[src/rtl/pipe_pkg.sv]
// Shared helpers for the elastic pipeline chain.
package pipe_pkg;

    // Width of the occupancy counter: holds 0..depth+1.
    function automatic int unsigned pipe_cnt_w(input int unsigned depth);
        return $clog2(depth + 2);
    endfunction

endpackage

[src/rtl/pipe_stage.sv]
// One valid+data register with load enable, async active-low reset and sync clear.
module pipe_stage
    import pipe_pkg::*;
#(
    parameter int unsigned WIDTH = 8
) (
    input  logic             clk,
    input  logic             reset,
    input  logic             clear,
    input  logic             load,
    input  logic             in_valid,
    input  logic [WIDTH-1:0] in_data,
    output logic             out_valid,
    output logic [WIDTH-1:0] out_data
);

    logic             valid_q, valid_d;
    logic [WIDTH-1:0] data_q, data_d;

    always_comb begin
        valid_d = valid_q;
        data_d  = data_q;
        if (clear) begin
            valid_d = 1'b0;
            data_d  = '0;
        end else if (load) begin
            valid_d = in_valid;
            data_d  = in_data;
        end
    end

    always_ff @(posedge clk or negedge reset) begin
        if (!reset) begin
            valid_q <= 1'b0;
            data_q  <= '0;
        end else begin
            valid_q <= valid_d;
            data_q  <= data_d;
        end
    end

    assign out_valid = valid_q;
    assign out_data  = data_q;

endmodule

[src/rtl/pipe_chain.sv]
// Elastic valid/ready pipeline of DEPTH stages with flush and occupancy count.
// Define PIPE_CHAIN_SKID_EN for a registered in_ready backed by a one-entry skid buffer.
module pipe_chain
    import pipe_pkg::*;
#(
    parameter int unsigned WIDTH = 8,
    parameter int unsigned DEPTH = 2
) (
    input  logic                           clk,
    input  logic                           reset,
    input  logic                           clear,
    input  logic                           in_valid,
    output logic                           in_ready,
    input  logic [WIDTH-1:0]               in_data,
    output logic                           out_valid,
    input  logic                           out_ready,
    output logic [WIDTH-1:0]               out_data,
    output logic [pipe_cnt_w(DEPTH)-1:0]   count
);

    localparam int unsigned CNT_W = pipe_cnt_w(DEPTH);

    logic [DEPTH-1:0] v;
    logic [DEPTH-1:0] ld;
    logic [WIDTH-1:0] d [DEPTH];
    logic             xfer_in;
    logic             xfer_out;
    logic             src_v;
    logic [WIDTH-1:0] src_d;
    logic [CNT_W-1:0] count_q, count_d;

    // A stage loads unless it and every stage after it are full and the output is stalled.
    always_comb begin
        logic full_run;
        full_run = 1'b1;
        ld       = '0;
        for (int i = int'(DEPTH) - 1; i >= 0; i--) begin
            full_run = full_run & v[i];
            ld[i]    = out_ready || !full_run;
        end
    end

    assign xfer_out = v[DEPTH-1] && out_ready && !clear;

`ifdef PIPE_CHAIN_SKID_EN
    logic             sk_v;
    logic [WIDTH-1:0] sk_d;
    logic             sk_load;
    logic             sk_in_v;
    logic             in_ready_q, in_ready_d;

    assign in_ready = in_ready_q && !clear && reset;
    assign xfer_in  = in_valid && in_ready;
    // Skid only captures what stage 0 cannot take; when holding, it drains first.
    assign sk_load  = !sk_v || ld[0];
    assign sk_in_v  = xfer_in && !ld[0];
    assign src_v    = sk_v || xfer_in;
    assign src_d    = sk_v ? sk_d : in_data;

    pipe_stage #(.WIDTH(WIDTH)) u_skid (
        .clk       (clk),
        .reset     (reset),
        .clear     (clear),
        .load      (sk_load),
        .in_valid  (sk_in_v),
        .in_data   (in_data),
        .out_valid (sk_v),
        .out_data  (sk_d)
    );

    always_comb begin
        in_ready_d = 1'b1;
        if (!clear) begin
            in_ready_d = sk_load ? !sk_in_v : !sk_v;
        end
    end

    always_ff @(posedge clk or negedge reset) begin
        if (!reset) begin
            in_ready_q <= 1'b0;
        end else begin
            in_ready_q <= in_ready_d;
        end
    end
`else
    assign in_ready = !clear && reset && ld[0];
    assign xfer_in  = in_valid && in_ready;
    assign src_v    = xfer_in;
    assign src_d    = in_data;
`endif

    for (genvar i = 0; i < int'(DEPTH); i++) begin : g_stage
        logic             pv;
        logic [WIDTH-1:0] pd;
        if (i == 0) begin : g_head
            assign pv = src_v;
            assign pd = src_d;
        end else begin : g_body
            assign pv = v[i-1];
            assign pd = d[i-1];
        end
        pipe_stage #(.WIDTH(WIDTH)) u_stage (
            .clk       (clk),
            .reset     (reset),
            .clear     (clear),
            .load      (ld[i]),
            .in_valid  (pv),
            .in_data   (pd),
            .out_valid (v[i]),
            .out_data  (d[i])
        );
    end

    always_comb begin
        count_d = count_q;
        if (clear) begin
            count_d = '0;
        end else if (xfer_in && !xfer_out) begin
            count_d = count_q + CNT_W'(1);
        end else if (xfer_out && !xfer_in) begin
            count_d = count_q - CNT_W'(1);
        end
    end

    always_ff @(posedge clk or negedge reset) begin
        if (!reset) begin
            count_q <= '0;
        end else begin
            count_q <= count_d;
        end
    end

    assign count     = count_q;
    assign out_valid = v[DEPTH-1];
    assign out_data  = d[DEPTH-1];

endmodule

[config.mk]
export PLATFORM = sky130hd
export DESIGN_NAME = pipe_chain
export DESIGN_NICKNAME = d
export VERILOG_FILES = /design/src/rtl/pipe_pkg.sv /design/src/rtl/pipe_stage.sv /design/src/rtl/pipe_chain.sv
export SDC_FILE = /design/constraint.sdc
export NUM_CORES = 1
export LEC_CHECK = 0
export BUFFER_PORTS_ARGS = -buffer_cell sky130_fd_sc_hd__buf_2
export CAP_MARGIN = 20
export CELL_PAD_IN_SITES_DETAIL_PLACEMENT = 0
export CELL_PAD_IN_SITES_GLOBAL_PLACEMENT = 2
export CORE_MARGIN = 4
export CORE_UTILIZATION = 32
export DETAILED_ROUTE_END_ITERATION = 7
export PLACE_DENSITY = 0.77
export RECOVER_POWER = 100
export SKIP_LAST_GASP = 1
export SLEW_MARGIN = 25
export SYNTH_ARGS = -nofsm -noshare
export SYNTH_HDL_FRONTEND = slang
export SYNTH_HIERARCHICAL = 1
export SYNTH_SLANG_ARGS = --single-unit
[constraint.sdc]
create_clock -name clk -period 1.45 [get_ports clk]
set_input_delay 0.0725 -clock clk [delete_from_list [all_inputs] [get_ports clk]]
set_output_delay 0.0725 -clock clk [all_outputs]
set_load 0.02 [all_outputs]
; After elaboration in Yosys (flattened, before gate mapping)
; Cells that the tools add are included.
[totals]
elab_cells = 36
in_bits = 13
regBits = 20
[op_classes]
addsub = 2
n_reduce_logical = 17
muxes = 11
bitwise_logic = 1
[op_table]
columns = op, n
row1 = $mux W8, 4
row2 = $logic_and A1 B1 Y1, 7
row3 = $mux W2, 3
row4 = $logic_not A1 Y1, 5
row5 = $mux W1, 4
row6 = $reduce_bool A2 Y1, 2
row7 = $reduce_bool A3 Y1, 1
row8 = $add A2 B1 Y2 const B, 1
row9 = $logic_or A1 B1 Y1, 2
row10 = $sub A2 B1 Y2 const B, 1
row11 = $and A1 B1 Y1, 1

; Longest topological paths before layout
[logic_depth]
ltp_word = 10
mapped_depth = 6
ltp_nobuf = 5

; Modules after synthesis
; The synthesis kept the hierarchy.
[modules_own_cells]
columns = module, cells_per_inst, area_per_inst_um2, n_inst
row1 = pipe_stage, 29, 364.1, 2
row2 = pipe_chain, 21, 203.9, 1

; Least setup slack after synthesis
; Ideal clock, no wire load.
[synth_timing]
kind = register -> register
start = register count_q[0], in the netlist count[0]
end = register count_q[1], in the netlist count[1]
path_buffers = 0
setup_ns = 0.128
stages_incl_launch_ff = 4
path_slack_ns = 0.137
synth_period_minus_slack_ns = 1.313
t_arrival_ns = 1.185
cell_sequence = dfrtp_1 and4b_1 a22oi_2 mux2_1
[synth_via]
elab_chain_cells = 4
word_cells_on_any_way = 5
cone_classes = 2 x add/sub / 3 x mux
[synth_rtl]
columns = item, line_no
row1 = start: declaration, pipe_chain.sv:30  ; logic [CNT_W-1:0] count_q, count_d;
row2 = start signal: assignment, pipe_chain.sv:129  ; count_q <= count_d;
row3 = $sub A2 B1 Y2, pipe_chain.sv:121  ; count_d = count_q - CNT_W'(1);
row4 = $mux W2, pipe_chain.sv:120  ; end else if (xfer_out && !xfer_in) begin
row5 = $mux W2 *, pipe_chain.sv:118  ; end else if (xfer_in && !xfer_out) begin
row6 = $mux W2 *, pipe_chain.sv:116  ; if (clear) begin
; Mark *: on every way between the ends. The rest lies on a longest branch, timed or not. The select of a mux whose other input is x is not followed.
; A chain may end at the register's enable or synchronous reset.

; Worst setup path in the final report
[layout_timing]
start = register g_stage[1].u_stage.valid_q
end = register count_q[1], in the netlist count[1]
[layout_via]
elab_chain_cells = 8
word_cells_on_any_way = 14
cone_classes = 2 x mux / 1 x bitwise / 11 x reduce/logical
[layout_rtl]
columns = item, line_no
row1 = start: declaration, pipe_stage.sv:17  ; logic valid_q, valid_d;
row2 = start signal: assignment, pipe_stage.sv:37  ; valid_q <= valid_d;
row3 = $and A1 B1 Y1, pipe_chain.sv:38  ; full_run = full_run & v[i];
row4 = $logic_not A1 Y1, pipe_chain.sv:39  ; ld[i] = out_ready || !full_run;
row5 = $logic_or A1 B1 Y1, pipe_chain.sv:39
row6 = $logic_and A1 B1 Y1, pipe_chain.sv:86  ; assign in_ready = !clear && reset && ld[0];
row7 = $logic_and A1 B1 Y1, pipe_chain.sv:87  ; assign xfer_in = in_valid && in_ready;
row8 = $logic_and A1 B1 Y1 or $logic_not A1 Y1 (tied branches), "pipe_chain.sv:118, pipe_chain.sv:120"
row9 = $mux W2 or $logic_and A1 B1 Y1 (tied branches), "pipe_chain.sv:118, pipe_chain.sv:120"
row10 = $mux W2 or $reduce_bool A3 Y1 (tied branches), --
; Several ways; a longest one is shown, not always the timed one.

==> reports/qor.yml <==
dieArea_um2: 3840
syn_inst: 79
status: "complete, no violations"
holdWs_ns: 0.0235
critPathLaunchType: "register"
critPathMaxFanout: 5
coreArea_um2: 2780
port_buffers: 24
cts-root-buf: "clkbuf_4"
vias_per_cell: 4.60
syn-cell-area_um2: 932
dp_hpwl_um: 1340
cap_viol_max_count: 0
clkTransAtPathRegs_ns: 0.11
setup_viol: 0
die_h_um: 62.0
synth_area_per_cell_um2: 11.8
final_hold_viol_count: 0
yosys.area_share.adder_pct: 0
hold_depth: 3
antenna_cells: 0
slew_viol_final: 0
yosysTopAreaCell: "dfrtp_1"
post_cts_buffers: 0
cts_tree: "done"
syn_nets: 92
htreeDepth: 1
grt_pass1_wl_um: 3310
first_pass_iters: 2
hold_buffers: 7
fin_worst_skew_ns: 0.00924
cp-end-kind: "register"
fin_nets: 129
synthTopCellsByArea: "dfrtp_1 (54%), mux2i_1 (20%), nor2_1 (8.9%)"
fin_tns_setup_ns: 0
worstSetupPathType: "register to register"
arrival_ns: 1.53
synth-seq-cells: 20
synth_top_family_by_area: "multiplexers"
wirelength_um: 1900
numCtsBuffers: 3
drtAntennaViolNets: 0
drc: 0
rsz0062_at_grt: "false"
antenna_found_initial: 0
grt_overflow_total: 0
clkSinkCount: 20
powerDensity_nw_per_um2: 983
synth-compound-area-share_pct: 2.28
hold_path_class: "input pin to register"
drive_gt1_share_pct: 21.7
initial_core_util_pct: 33.5
critical_path_required_ns: 1.65
yosysTopAreaCellShare_pct: 53.7
synthXorXnorAreaFrac_pct: 0
rows: 19
yosysWarnings: 6
die_w_um: 62.0
ys_types: 17
final_common_cell: "nor2_1"
drt_iter0_drc: 11
cts_resized: 0
grt_pass1_vias: 683
grt_max_degree: 20
syn_to_final_growth_pct: 28.3
synth-simple-area-share_pct: 17.2
worst_slew_pin_slew_ns: 0.858
fmax_ghz: 0.755
clk_path_buf_depth: 2
p_leak_nw: 0.701
grt_use_total_pct: 12.4
n_fill_cell: 277
vias: 672
layout_common_cells: "nor2_1 (22), dfrtp_1 (20), mux2i_1 (19)"
synthMuxAreaShare_pct: 22.8
finalCritPeriodShare_pct: 91.3
seq_area_frac_synth_pct: 53.7
relSlewSlack_pct: 42.6
period_minus_slack_ns: 1.32
pin_count: 25
clk_latency_ns: 0.30
vdd_drop_max_v: 0.000721
wire_per_inst_um: 13.0
reg2regPathDepth: 4
routabilityCongestion: 0.642
through the flow:
step / worst slack (ns) / area, um2 / power, mW / utilization (%) / std cells
finish: 0.126 / 1200 / 1.18 / 43.0 / 146
floorplan: 0.137 / 932 / 0.667 / - / 79
CTS: 0.145 / 1220 / 1.21 / 43.9 / 146
global placement: 0.174 / 1100 / 0.728 / 39.5 / 135
detailed placement: 0.158 / 1100 / 0.730 / 39.5 / 135
global route: 0.0121 / 1200 / 1.25 / 43.0 / 146
registers in the layout, summed over array words and instances (netlist names):
register / flops
g_stage.u_stage/out_data: 16
count: 2
g_stage.u_stage/out_valid: 2
area by class of cell:
type,instances,area (um2),share of cell area (%)
sequential,20,500,41.8
multi-input combinational,53,389,32.5
timing repair buffer,36,208,17.4
tap,31,38.8,3.24
clock inverter,1,30.0,2.51
clock buffer,3,22.5,1.88
inverter,2,7.51,0.628
worst max-delay path, stage by stage, from the launching register on:
cell and delay (ns):
dfrtp_1 0.39, clkbuf_2 0.14, and3b_1 0.19, a22oi_1 0.18, mux2_1 0.34
synthesized netlist by cell type, drive strengths merged:
master,number
and2,1
and4b,1
nand2b,1
nand3b,1
nor3b,1
mux2,2
inv,2
nor2,22
dfrtp,20
mux2i,19
and3b,1
buf,4
and2b,2
a22oi,1
o21ai,1
layer usage:
metal	vias to the layer above	wire (um)	track usage (%)
met5	-	0	0
met4	0	27	4.55
met3	4	112	4.34
met2	15	970	20.3
met1	313	791	15.0
li1	340	-	-
where the power goes:
group	internal [mW]	total [mW]	switching (mW)
combinational	0.0592	0.132	0.0726
clock	0.280	0.450	0.170
sequential	0.581	0.594	0.0132
kinds of logic (layout without fill, tap and decap cells):
family | count (synthesis) | after routing
AO/OA/AOI/OAI | 2 | 2
buffers and inverters | 6 | 42
flip-flops | 20 | 20
multiplexers | 21 | 21
AND/OR/NAND/NOR | 30 | 30
worst paths after layout:
check                                                           startpoint                                         end  slack, ns
worst max-delay path              g_stage[1].u_stage/out_valid$_DFFE_PN0P_                        count[1]$_DFFE_PN0P_       0.13
worst min-delay path                                            in_data[2]  g_stage[0].u_stage/out_data[2]$_DFFE_PN0P_       0.02
worst max register to register    g_stage[1].u_stage/out_valid$_DFFE_PN0P_                        count[1]$_DFFE_PN0P_       0.13
worst min register to register  g_stage[1].u_stage/out_data[2]$_DFFE_PN0P_  g_stage[1].u_stage/out_data[2]$_DFFE_PN0P_       0.53
max in group asynchronous                                            reset                        count[0]$_DFFE_PN0P_       0.21
min in group asynchronous                                            reset                        count[1]$_DFFE_PN0P_       0.27
Note: power is estimated with default switching activity, not from simulation.
